### src/rtl/parking_pkg.sv
// Shared types and default lot geometry/timing for the parking lot model and
// the controller bench.
package parking_pkg;

  typedef enum logic [1:0] {
    IDLE,
    WAIT,
    PASS
  } lane_state_t;

  localparam int unsigned DEFAULT_NUM_SPOTS      = 3;
  localparam int unsigned DEFAULT_PASS_CYCLES    = 2;
  localparam int unsigned DEFAULT_TIMEOUT_CYCLES = 8;
  localparam int unsigned DEFAULT_CNT_W          = 8;

endpackage

### src/rtl/parking_gate_lane.sv
// One gate lane: a car waits at the gate, drives through once it opens, and
// (optionally) gives up after waiting too long.
module parking_gate_lane
  import parking_pkg::*;
#(
  parameter int unsigned PASS_CYCLES    = DEFAULT_PASS_CYCLES,
  parameter int unsigned TIMEOUT_CYCLES = DEFAULT_TIMEOUT_CYCLES,
  parameter bit          TIMEOUT_EN     = 1'b1
) (
  input  logic clk,
  input  logic reset,
  input  logic req,
  input  logic gate,
  output logic sensor,
  output logic idle,
  output logic done,
  output logic abort
);

  localparam int unsigned TMAX = (PASS_CYCLES > TIMEOUT_CYCLES) ? PASS_CYCLES : TIMEOUT_CYCLES;
  localparam int unsigned TW   = $clog2(TMAX + 1);

  lane_state_t   state;
  logic [TW-1:0] timer;

  // done/abort decode the current state so the top can act on the same edge
  // as the lane's own transition.
  always_comb begin
    idle  = (state == IDLE);
    done  = (state == PASS) && (timer == TW'(PASS_CYCLES - 1));
    abort = TIMEOUT_EN && (state == WAIT) && !gate && (timer == TW'(TIMEOUT_CYCLES - 1));
  end

  always_ff @(posedge clk or posedge reset) begin
    if (reset) begin
      state  <= IDLE;
      timer  <= '0;
      sensor <= 1'b0;
    end else begin
      case (state)
        IDLE: begin
          if (req) begin
            state  <= WAIT;
            timer  <= '0;
            sensor <= 1'b1;
          end
        end
        WAIT: begin
          if (gate) begin
            state  <= PASS;
            timer  <= '0;
            sensor <= 1'b0;
          end else if (abort) begin
            state  <= IDLE;
            timer  <= '0;
            sensor <= 1'b0;
          end else if (TIMEOUT_EN) begin
            timer <= timer + TW'(1);
          end
        end
        PASS: begin
          if (done) begin
            state <= IDLE;
            timer <= '0;
          end else begin
            timer <= timer + TW'(1);
          end
        end
        default: begin
          state  <= IDLE;
          timer  <= '0;
          sensor <= 1'b0;
        end
      endcase
    end
  end

endmodule

### config.mk
export PLATFORM = sky130hd
export DESIGN_NAME = parking_gate_lane
export DESIGN_NICKNAME = d
export VERILOG_FILES = /design/src/rtl/parking_pkg.sv /design/src/rtl/parking_gate_lane.sv
export SDC_FILE = /design/constraint.sdc
export NUM_CORES = 1
export LEC_CHECK = 0
export ABC_AREA = 0
export BUFFER_PORTS_ARGS = -buffer_cell sky130_fd_sc_hd__buf_2
export CAP_MARGIN = 20
export CELL_PAD_IN_SITES_DETAIL_PLACEMENT = 1
export CELL_PAD_IN_SITES_GLOBAL_PLACEMENT = 2
export CORE_UTILIZATION = 31
export DETAILED_ROUTE_END_ITERATION = 16
export GPL_TIMING_DRIVEN = 1
export HOLD_SLACK_MARGIN = 0.08
export PLACE_DENSITY_LB_ADDON = 0.15
export SLEW_MARGIN = 20
export SYNTH_ARGS = -nofsm -noshare
export SYNTH_HDL_FRONTEND = slang
export SYNTH_SLANG_ARGS = --single-unit
### constraint.sdc
create_clock -name clk -period 2.3 [get_ports clk]
set_input_delay 0.345 -clock clk [delete_from_list [all_inputs] [get_ports clk]]
set_output_delay 0.345 -clock clk [all_outputs]
set_load 0.02 [all_outputs]
After elaboration in Yosys (flattened, before gate mapping)
Index checks and enable logic that the tools add are counted.
Widths: inputs -> output; s select.
{ "word_totals": {"reg_bits": 7, "in_bits": 4, "output_inout_bits": 4, "elab_cells": 33} }
{ "classes": {"n_addsub": 1, "eq_ne": 7, "mux": 14, "bitwise": 1, "reduce_logical": 7} }
{ "op_table": {"columns": ["cell", "n"], "rows": [
  ["$mux 4", 4],
  ["$pmux 4 s3", 1],
  ["$mux 2", 4],
  ["$pmux 2 s3", 1],
  ["$reduce_and 3->1", 2],
  ["$add 4x1->4 const B", 1],
  ["$eq 4x1->1 const B", 1],
  ["$eq 4x3->1 const B", 1],
  ["$ne 2x2->1 const B", 2],
  ["$logic_and 1x1->1", 3],
  ["$mux 1", 3],
  ["$ne 3x3->1 const B", 1],
  ["$pmux 1 s3", 1],
  ["$eq 2x1->1 const B", 1],
  ["$eq 2x2->1 const B", 1],
  ["$logic_not 2->1", 1],
  ["$logic_not 1->1", 1],
  ["$not 1->1", 1]
]} }

Longest topological paths before layout
{ "depth": {"depth_word": 6, "ltp_mapped": 7, "mapped_depth_nobuf": 6} }

Worst setup path before layout
No wires, ideal clock.
{ "synth_timing": {"path_kind": "reg-to-reg", "from": "reg state[0]", "to": "reg state[0]", "setup_ns": 0.125, "t_arrival_ns": 1.721, "required_ns": 2.175, "setup_slack_ns": 0.454, "path_stages_with_launch": 7, "n_path_buf": 1, "synth_period_minus_slack_ns": 1.846, "path_cell_list": "dfrtp_1 inv_1 ha_1 nor2b_1 clkbuf_1 or3_4 mux2_4"} }
{ "synth_between": {"word_cells_on_any_way": 11, "classes_between": "5 x eq/ne; 1 x mux; 5 x reduce/logical"} }
{ "synth_rtl": {"columns": ["element", "line_no", "rtl"], "rows": [
  ["start: declaration", "parking_gate_lane.sv:23", "lane_state_t state;"],
  ["start signal: assignment", "parking_gate_lane.sv:36", "state <= IDLE;"],
  ["start signal: assignment", "parking_gate_lane.sv:43", "state <= WAIT;"],
  ["start signal: assignment", "parking_gate_lane.sv:50", "state <= PASS;"],
  ["$logic_not 2->1 *", null, null],
  ["via idle", "parking_gate_lane.sv:15", "output logic idle,"],
  ["$ne 2x2->1 (no line)", null, null],
  ["$reduce_and 3->1 (no line)", null, null]
]} }
The timed path passes the listed nets; every way through them passes the cells marked *.
A chain may end at the register's enable or synchronous reset.

Final worst setup path
{ "layout_timing": {"from": "reg state[0]", "to": "reg state[0]"} }
{ "layout_between": {"elab_chain_len": 5, "word_cells_on_any_way": 11, "classes_between": "5 x eq/ne; 1 x mux; 5 x reduce/logical"} }
{ "layout_lines": {"columns": ["element", "line_no", "rtl"], "rows": [
  ["$eq 2x1->1", "parking_gate_lane.sv:31, parking_gate_lane.sv:40", null],
  ["$logic_and 1x1->1 (2 in series)", "parking_gate_lane.sv:31", "abort = TIMEOUT_EN && (state == WAIT) && !gate && (timer == TW'(TIMEOUT_CYCLES - 1));"],
  ["$ne 3x3->1 (no line)", null, null],
  ["$reduce_and 3->1 (no line)", null, null]
]} }
Parallel ways exist; a longest one is shown, timed or not.

==> results.ini <==
[setup_path]
crit_path_max_fanout = 9
critPathSlowestCell = or3_4
r2r_end = state[0]$_DFFE_PP0P_
cp_cell_sequence = inv_1 -> ha_1 -> nor2b_1 -> buf_4 -> or3_4 -> mux2_4
rr_startpoint = state[0]$_DFFE_PP0P_
endpoint_kind = flip-flop
crit_required_ns = 2.44
crit_arrival_ns = 1.95
worstSetupPathType = flip-flop to flip-flop
r2r_slack_ns = 0.49
reg2reg_depth = 6
critPathMaxStageDelay_ns = 0.40
start_kind = flip-flop

[power]
seq_power_share = 0.311
pwr-share-clk = 0.203
powerDensity_nw_per_um2 = 994
pwr-share-comb = 0.486
irDropWorstVdd_mv = 0.409
intPower_uw = 351
p_sw_uw = 215
leakagePower_nw = 0.288
swShare = 0.380

[die]
io_pins = 8
core_area_um2 = 1370
floorplan.initialDensity = 0.348
num_rows = 13
fp.dieH_um = 41.2
die_x_um = 41.2
dieArea_um2 = 1690

[yosys]
async_reset_ff_frac = 1.00
ys_types = 24
synth_edf_count = 0
syn_nets = 60
synth_cells = 50
synth-main-ff-cell = dfrtp_1
yosysWarnings = 0
yosysSeqAreaShare = 0.368
syn-cell-area_um2 = 475
synth_area_per_cell_um2 = 9.51
synth_seq_cells = 7

[global_route]
grt_usage = 0.137
grt_pass1_vias = 340
globalRouteOverflowTotal = 0
grt_pass1_wl_um = 1490
antenna_found_initial = 0
grt_max_degree = 10

[timing]
grt_setup_unrepaired = no
fin_crit_sh = 0.787
finClkSkew_ns = 0.000605
setup_viol = 0
slew_viol_final = 0
fmax_mhz = 553
final_hold_viol_count = 0
worstMarginPinSlew_ns = 0.340
tns_ns = 0
maxSlewHeadroom = 0.771
timing.final.crit_period_ns = 1.81

[final_layout]
drive_gt1_frac = 0.258
fin_nets = 73
nFillCells = 169
area_delta_synth_final_pct = 19.7
num_antenna_cells = 0
final_util = 0.417

[hold_path]
hp-start = gate
hp-class = primary input to flip-flop
holdPathStages = 3
min_to = state[1]$_DFFE_PP0P_

[cts]
clk_pin_slew_ns = 0.05
cts_buffers = 3
clk_latency_ns = 0.25
clkSinkCount = 7
cts_buffer_depth = 2
htree_levels = 1
cts_setup_buffers = 0
cts_root_buf = clkbuf_4
cts_resized = 0
cts_tree = yes
ctsHoldBuffers = 1

[place]
gp_congestion = 0.676
dp_hpwl_um = 778
io_buffers = 7

[outcome]
outcome = finished clean

[routing]
wl_um = 950
vias = 389
drtPass1Iterations = 2
antenna_left = 0
wl_per_cell_um = 12.3
initialDrtViolationCount = 1
vias_per_cell = 5.05
remaining_drc_errors = 0

[job]
maxCapViolations = 0

## logic make-up after synthesis
kind of cell | share of synthesized area
AOI/OAI and AO/OA | 0.126
adders and majority gates | 0.158
buffers and inverters | 0.0474
DFF | 0.368
muxes | 0.0526
and+or+nand+nor | 0.247
## worst max-delay path by stage
stage                     slack, ns            startpoint              endpoint  cells past startpoint
final                          0.49  state[0]$_DFFE_PP0P_  state[0]$_DFFE_PP0P_                      6
after global routing           0.42  state[0]$_DFFE_PP0P_  state[0]$_DFFE_PP0P_                      6
after CTS                      0.48  state[0]$_DFFE_PP0P_  state[0]$_DFFE_PP0P_                      6
after detailed placement       0.49  state[0]$_DFFE_PP0P_  state[0]$_DFFE_PP0P_                      6
after global placement         0.53  state[0]$_DFFE_PP0P_  state[0]$_DFFE_PP0P_                      6
after floorplan                0.45  state[0]$_DFFE_PP0P_  state[0]$_DFFE_PP0P_                      6
## power by group through the flow
stage,combinational [mW],clock (mW),sequential (mW)
2_1_floorplan,0.203,0,0.183
3_3_place_gp,0.271,0,0.174
3_5_place_dp,0.278,0,0.178
4_1_cts,0.283,0.119,0.177
5_1_grt,0.312,0.129,0.181
6_report,0.275,0.115,0.176
## per-layer routing
metal,track usage,part of all wire
met1,0.189,0.50
met2,0.207,0.46
met3,0.0163,0.025
met4,0.0726,0.020
met5,0,0
## layout make-up
| class | count | area [µm²] | area share |
|---|---|---|---|
| tap | 15 | 18.8 | 0.0330 |
| inverter | 5 | 18.8 | 0.0330 |
| multi-input combinational | 37 | 278 | 0.488 |
| timing repair buffer | 9 | 52.6 | 0.0923 |
| sequential | 7 | 175 | 0.308 |
| clock buffer | 4 | 26.3 | 0.0462 |
## synth_stat cells (2+ instances only)
cell type | n | area share
nor3b_1 | 2 | 0.032
ha_1 | 6 | 0.16
o21ai_0 | 4 | 0.042
nor3_1 | 2 | 0.021
nor2b_1 | 2 | 0.026
nand2_1 | 6 | 0.047
inv_1 | 5 | 0.039
dfrtp_1 | 7 | 0.37
## registers in the layout (all words and copies together) (netlist names)
name    cells
sensor      1
state       2
timer       4
## critical path: cells and delay by family, from the launching register on
kind          cells  cell delay [ns]
buf+inv           2             0.25
fa+ha+maj         1             0.23
mux               1             0.30
flops             1             0.37
simple gates      2             0.54
## stage by stage
step	hold slack (ns)	power, mW	setup slack [ns]	instance area [µm²]	std cells
6_report	0.343	0.566	0.491	569	77
5_1_grt	0.366	0.622	0.420	569	77
4_1_cts	0.343	0.579	0.478	569	77
3_5_place_dp	0.300	0.457	0.493	533	72
3_3_place_gp	0.285	0.446	0.534	533	72
2_1_floorplan	0.148	0.386	0.454	475	50
## placed cells by master (no fill, tap or decap), types with 2 or more instances in the layout
master,instances
inv_1,5
o21ai_0,4
nor3_1,2
dfrtp_1,7
nand2_1,6
buf_2,7
nor3b_1,2
ha_1,6
nor2b_1,2
clkbuf_4,3
Power figures use the tool's default switching activity.
